**config.mk**
```make
export PLATFORM = sky130hd
export DESIGN_NAME = cdc_line_echo
export DESIGN_NICKNAME = d
export VERILOG_FILES = /design/src/rtl/cdc_line_echo.sv
export SDC_FILE = /design/constraint.sdc
export NUM_CORES = 1
export LEC_CHECK = 0
export ABC_CLOCK_PERIOD_IN_PS = 4800
export CAP_MARGIN = 0
export CORE_ASPECT_RATIO = 0.5
export CORE_MARGIN = 4
export CORE_UTILIZATION = 55
export CTS_BUF_LIST = sky130_fd_sc_hd__clkbuf_8
export DETAILED_ROUTE_END_ITERATION = 8
export GPL_TIMING_DRIVEN = 0
export PLACE_DENSITY = 0.72
export SLEW_MARGIN = 15
export SYNTH_ARGS = -nofsm -noshare
export SYNTH_HDL_FRONTEND = slang
export SYNTH_SLANG_ARGS = --single-unit
```
**constraint.sdc**
```tcl
create_clock -name clk_i -period 4.8 [get_ports clk_i]
set_input_delay 0.96 -clock clk_i [delete_from_list [all_inputs] [get_ports clk_i]]
set_output_delay 0.96 -clock clk_i [all_outputs]
set_load 0.03 [all_outputs]
```
**src/rtl/cdc_line_echo.sv**
```systemverilog
// Line echo stage: collects received bytes into a line buffer, then replays
// the whole line downstream on terminator, full buffer or idle timeout.
module cdc_line_echo #(
    parameter int unsigned DEPTH   = 64,
    parameter logic [7:0]  TERM    = 8'h0D,
    parameter bit          UPCASE  = 1'b1,
    parameter logic [23:0] TIMEOUT = 24'd12_000_000
) (
    input  logic        clk_i,
    input  logic        rst_i,
    input  logic [7:0]  rx_data_i,
    input  logic        rx_valid_i,
    output logic        rx_ready_o,
    output logic [7:0]  tx_data_o,
    output logic        tx_valid_o,
    input  logic        tx_ready_i,
    output logic        busy_o,
    output logic [15:0] line_cnt_o
);
    localparam int unsigned CW = $clog2(DEPTH + 1);
    localparam int unsigned AW = $clog2(DEPTH);

    typedef enum logic {
        S_FILL  = 1'b0,
        S_DRAIN = 1'b1
    } state_e;

    state_e        state_q, state_d;
    logic [CW-1:0] wr_cnt_q, wr_cnt_d;
    logic [CW-1:0] rd_ptr_q, rd_ptr_d;
    logic [23:0]   idle_q, idle_d;
    logic [15:0]   line_cnt_q, line_cnt_d;
    logic [7:0]    mem_q [DEPTH];

    logic          rx_fire;
    logic          tx_fire;

    function automatic logic [7:0] to_upper(input logic [7:0] b);
        if (UPCASE && (b >= 8'h61) && (b <= 8'h7A)) begin
            return b - 8'h20;
        end
        return b;
    endfunction

    assign rx_fire = (state_q == S_FILL) && rx_valid_i;
    assign tx_fire = (state_q == S_DRAIN) && tx_ready_i;

    always_comb begin
        state_d    = state_q;
        wr_cnt_d   = wr_cnt_q;
        rd_ptr_d   = rd_ptr_q;
        idle_d     = idle_q;
        line_cnt_d = line_cnt_q;
        if (state_q == S_FILL) begin
            if (rx_fire) begin
                // An accepted byte always wins over a timeout expiring this cycle.
                wr_cnt_d = wr_cnt_q + 1'b1;
                idle_d   = '0;
                if ((rx_data_i == TERM) || (wr_cnt_q == CW'(DEPTH - 1))) begin
                    state_d = S_DRAIN;
                end
            end else if (wr_cnt_q != '0) begin
                idle_d = idle_q + 24'd1;
                if ((TIMEOUT != 24'd0) && (idle_d == TIMEOUT)) begin
                    state_d = S_DRAIN;
                    idle_d  = '0;
                end
            end
        end else if (tx_fire) begin
            if (rd_ptr_q == (wr_cnt_q - 1'b1)) begin
                state_d    = S_FILL;
                wr_cnt_d   = '0;
                rd_ptr_d   = '0;
                idle_d     = '0;
                line_cnt_d = line_cnt_q + 16'd1;
            end else begin
                rd_ptr_d = rd_ptr_q + 1'b1;
            end
        end
    end

    always_ff @(posedge clk_i) begin
        if (rst_i) begin
            state_q    <= S_FILL;
            wr_cnt_q   <= '0;
            rd_ptr_q   <= '0;
            idle_q     <= '0;
            line_cnt_q <= '0;
        end else begin
            state_q    <= state_d;
            wr_cnt_q   <= wr_cnt_d;
            rd_ptr_q   <= rd_ptr_d;
            idle_q     <= idle_d;
            line_cnt_q <= line_cnt_d;
        end
    end

    // Line storage carries data only, so it is left out of reset.
    always_ff @(posedge clk_i) begin
        if (rx_fire) begin
            mem_q[wr_cnt_q[AW-1:0]] <= rx_data_i;
        end
    end

    assign rx_ready_o = (state_q == S_FILL);
    assign tx_valid_o = (state_q == S_DRAIN);
    assign busy_o     = (state_q == S_DRAIN);
    assign tx_data_o  = (state_q == S_DRAIN) ? to_upper(mem_q[rd_ptr_q[AW-1:0]]) : 8'h00;
    assign line_cnt_o = line_cnt_q;

endmodule

```
After elaboration in Yosys (flattened, before gate mapping):

Memory sizes are Yosys's and may differ from the RTL's. A register that Yosys moved wholly into a read port is not among the register bits.
Cells that the tools add are included.

* bits in registers: 55
* RAM bits: 512
* input bits: 12
* memories: 1

Memory list
* mem_q: words 64, width 8, read ports 1, clocked after Yosys merged registers in 1, write ports 1, line 33 `logic [7:0] mem_q [DEPTH];`

* add/subtract/negate cells: 6
* $lt $le $gt $ge: 2
* equality and inequality tests: 6
* muxes and demuxes: 26
* bitwise gates (word level): 1
* reductions and logical operators: 11

Operator list (count)
* 24-bit two-way mux: 6
* 7-bit two-way mux: 5
* 24-bit by 1-bit adder with 24-bit output (second input constant): 1
* 24-bit equality test (second input constant): 1
* 8-bit two-way mux: 3
* 16-bit by 1-bit adder with 16-bit output (second input constant): 1
* 7-bit by 1-bit adder with 7-bit output (second input constant): 2
* 6-bit two-way mux: 2
* 1-bit two-way mux: 10
* 3-bit AND reduction: 3
* 8-bit by 4-bit equality test with 1-bit output (second input constant): 1
* 8-bit by 7-bit greater-or-equal comparator with 1-bit output (second input constant): 1
* 8-bit by 7-bit <= comparator with 1-bit output (second input constant): 1
* 8-bit by 6-bit subtractor with 8-bit output (second input constant): 1
* 7-bit by 6-bit equality test with 1-bit output (second input constant): 1
* 7-bit equality test: 1
* 7-bit nonzero test: 1
* 7-bit by 1-bit subtractor with 7-bit output (second input constant): 1
* 2-bit by 1-bit != test with 1-bit output (second input constant): 2
* 1-bit logical AND: 3
* 3-bit nonzero test: 1
* 2-bit AND reduction: 1
* 2-bit nonzero test: 1
* 1-bit logical OR: 1
* 1-bit inverter: 1

Depth between registers and ports, before layout:

* word-level depth: 6
* mapped depth: 11

Least setup slack after synthesis:

OpenSTA, ideal clock, no wires.

* path kind: register to output
* from: register (tool-made name)
* to: output tx_data_o[5]
* arrival time: 3.094 ns
* required time: 3.840 ns
* slack: 0.746 ns
* stages on the path, launching flop included: 11
* cells stage by stage: dfxtp_1 > buf_2 > buf_2 > buf_2 > buf_2 > mux4_2 > a221oi_1 > o21ai_0 > a32oi_1 > nand4_1 > a311oi_1

RTL lines
* end: declaration: line 14 `output logic [7:0] tx_data_o,`

==> results.md <==
* Top layer in use: met4
* Mapped Nets at 1,369
* Initial core utilization at 55.8%
* Std cell rows at 53
* Critical Path End: tx_data_o[6]
* Syn Std Cell Area at 23,500 um2
* Mux share of post-synthesis cell area at 14.2%
* Failing checks: setup timing
* Clk_lat worst skew at 0.67 ns
* CTS root buffer: clkbuf_8
* Clock buffer depth at 3
* Setup crit end kind: output port
* ANT nets after route at 0
* Hold Slack at 0.497 ns
* Num Clock Sinks at 573
* DRT Pass-1 Iters at 6
* Peak VDD IR at 225 uV
* CP arrival at 3.91 ns
* Met2 WL at 28,200 um
* Chip Height at 154 um
* Cell with the most instances after synthesis: edfxtp_1
* Fin. Hold Viols at 0
* Met1 WL at 24,800 um
* Path type of the worst setup path: reg -> out
* Crit path depth at 10
* Post-synth top cells: 512 x edfxtp_1, 135 x mux4_2, 126 x nor2_1
* Area Growth Syn to Fin at 14.3%
* Total die area at 46,300 um2
* Post-synth ARST share at 0%
* I/O Pins at 39
* Finished Core Util at 63.8%
* # DRC at 0
* Reg-to-Reg Start: wr_cnt_q[0]$_SDFFE_PP0P_
* Multi-input combinational cell area at 6600 um2
* Clock slew at reported path FFs at 0.05 ns
* Pins Over Slew Limit at 0
* Final Critical Period at 4.87 ns
* Final setup violation count at 3
* Detailed Route WL at 64,200 um
* CP startpoint kind: register
* Pin count of the biggest net entering global routing at 50
* Area leader, netlist: edfxtp_1
* Max Cap Viol at 0
* First-pass GRT wire length at 92,800 um
* Total Nets Final at 1,518
* Initial antenna violation count at 0
* Gr usage total at 27.9%
* Outcome: finished, violations left
* Ys Warns at 0
* Cells after Synth at 1,350
* Netlist cell types at 73
* Buf/Inv on CP at 4
* WP data required at 3.84 ns
* Fillers at 2,891
* Vias in the first global route at 13,800
* Post-Synth Simple-Gate Area at 7.01%
* Initial DRC count at 2,214
* Slew HR at 28.9%
* CTS tree: built
* Top FF cell, synth: edfxtp_1
* Reg2reg setup slack at 1.10 ns
* PwrDens at 345 nW/um2
* CP max FO at 10
* Gr ovfl total at 0
* Wire length on met3 at 9310 um
* Fin Clk Skew at 0.0469 ns
* Critical-path cell with the highest stage delay: mux4_2
* Chip width at 300 um
* Layout cells sized above 1 at 24.0%
* CP Cell Sequence: buf_12 -> buf_12 -> mux4_2 -> mux4_2 -> mux4_2 -> inv_4 -> ha_4 -> nor3b_1 -> a31oi_1 -> buf_4
* Worst slack at placement at -0.827 ns
* Crit path max-delay family: multiplexers
* CTS Buf Count at 80
* Hpwl dp at 41,800 um
* H-Tree Depth at 3
* Reg area at 16,600 um2
* Most frequent cell on the critical path: mux4_2
* DR vias/cell at 6.58
* IO Port Bufs at 38
* GPL Wtd Cong at 0.923
* Adder-Cell Fraction of Synth Area at 0.372%
* Pleak at 0.00838 uW
* Fin crit share at 101%
* Vias at 14,100
* RSZ-0062 raised after global routing: yes
* Main combinational cell family by area after synthesis: multiplexers
* Worst r2r dst: idle_q[11]$_SDFFE_PP0P_
* Share of the synthesized area in the top cell type at 65.4%
* HP Class: reg -> reg
* Synth Area per Inst at 17.4 um2
* Core area at 42,100 um2
* Post-Synth XOR/XNOR Area at 1.38%
* Fin worst setup slack at -0.0659 ns
* Worst path max stage delay at 0.58 ns
* Routed length per instance at 30.0 um
* Slew @ Worst Pin at 1.06 ns
* Part of the Yosys area used for sequential elements at 70.6%
* Synth Register Bits at 573
* Fmax achieved at 206 MHz
* Compound-Gate Fraction of Synth Area at 4.43%
* Worst r2r path cells at 11
* Post-synth EDFFs at 512
* Synth area leaders: edfxtp_1 65%, mux4_2 13%, dfxtp_1 5.2%
-- tightest hold or removal path, delay by kind of cell (launching register included) --
family / cells / cell delay [ns]
AO/OA/AOI/OAI: 1 / 0.05
flip-flops: 1 / 0.33
AND/OR/NAND/NOR: 1 / 0.06
-- cell type report --
class                   instances  area share, %
diodes                          1        0.00931
well taps                     577           2.69
clock inverters                65           1.28
plain buffers                  75           2.43
repair buffers                 68           2.79
multi-input cells             684           24.6
inverters                      17          0.256
clock buffers                  82           4.20
flip-flops and latches        573           61.8
-- timing repair --
item	4_1_cts	5_1_grt
hold endpoints to repair	0	0
hold buffers	0	0
cloned	1	3
buffers inserted	3	10
gates resized for setup	102	35
pin swaps	1	6
setup endpoints to repair	8	6
-- stage by stage --
step           cells  cell area, um2  TNS, ns  power (uW)
4_1_cts         2128           26600   -0.127        9270
3_3_place_gp    1965           24600    -2.60        5750
5_1_grt         2141           26900   -0.407        9550
2_1_floorplan   1350           23500        0        5630
6_report        2142           26900   -0.128        9270
3_5_place_dp    1978           24800    -3.00        5760
-- report_power, final --
group          internal, uW  switching (uW)  leakage, uW
combinational          63.8             171      0.00246
sequential             5430            5.07      0.00510
clock                  1720            1880     0.000823
-- layout by cell type, fill, tap and decap left out, types with 12 or more instances in the layout --
| master | n |
|---|---|
| buf_4 | 29 |
| and3_1 | 13 |
| nand2_1 | 43 |
| nand4_1 | 19 |
| clkinv_1 | 28 |
| xor2_1 | 20 |
| edfxtp_1 | 512 |
| clkdlybuf4s50_1 | 22 |
| nand3_1 | 38 |
| a31oi_1 | 15 |
| o21ai_0 | 20 |
| mux2i_1 | 20 |
| buf_6 | 12 |
| clkbuf_8 | 83 |
| nor2_1 | 126 |
| a21oi_1 | 29 |
| mux4_2 | 135 |
| xnor2_1 | 17 |
| inv_1 | 32 |
| clkbuf_1 | 22 |
| buf_2 | 17 |
| dfxtp_1 | 58 |
-- logic make-up (layout without fill, tap and decap cells) --
logic type / count (synthesis) / count (layout)
muxes: 164 / 164
xor gates and xnor gates: 37 / 37
AOI/OAI and AO/OA: 145 / 145
and+or+nand+nor: 331 / 331
adders and majority gates: 7 / 7
buffers and inverters: 93 / 307
DFF: 573 / 573
other: 0 / 1
-- state kept, by name (all words and copies together), names as in the netlist, named ones only --
signal and cells:
busy_o 1, line_cnt_o 16, idle_q 24, wr_cnt_q 7
rd_ptr_q 7, mem_q 512
-- routing by layer --
metal  global-route usage, %  up-vias
met2                    40.6     1031
met4                    8.65        0
met3                    11.3      130
met1                    39.1     7162
met5                       0        -
li1                        -     5771
-- worst min path at each step --
stage	startpoint	endpoint	slack (ns)	cells past startpoint
final	line_cnt_o[1]$_SDFFE_PP0P_	line_cnt_o[1]$_SDFFE_PP0P_	0.50	2
after global routing	idle_q[17]$_SDFFE_PP0P_	idle_q[17]$_SDFFE_PP0P_	0.56	1
after CTS	line_cnt_o[1]$_SDFFE_PP0P_	line_cnt_o[1]$_SDFFE_PP0P_	0.50	2
after detailed placement	line_cnt_o[1]$_SDFFE_PP0P_	line_cnt_o[1]$_SDFFE_PP0P_	0.48	2
after global placement	line_cnt_o[1]$_SDFFE_PP0P_	line_cnt_o[1]$_SDFFE_PP0P_	0.49	2
after floorplan	idle_q[17]$_SDFFE_PP0P_	idle_q[17]$_SDFFE_PP0P_	0.46	1
Power figures use the tool's default switching activity.
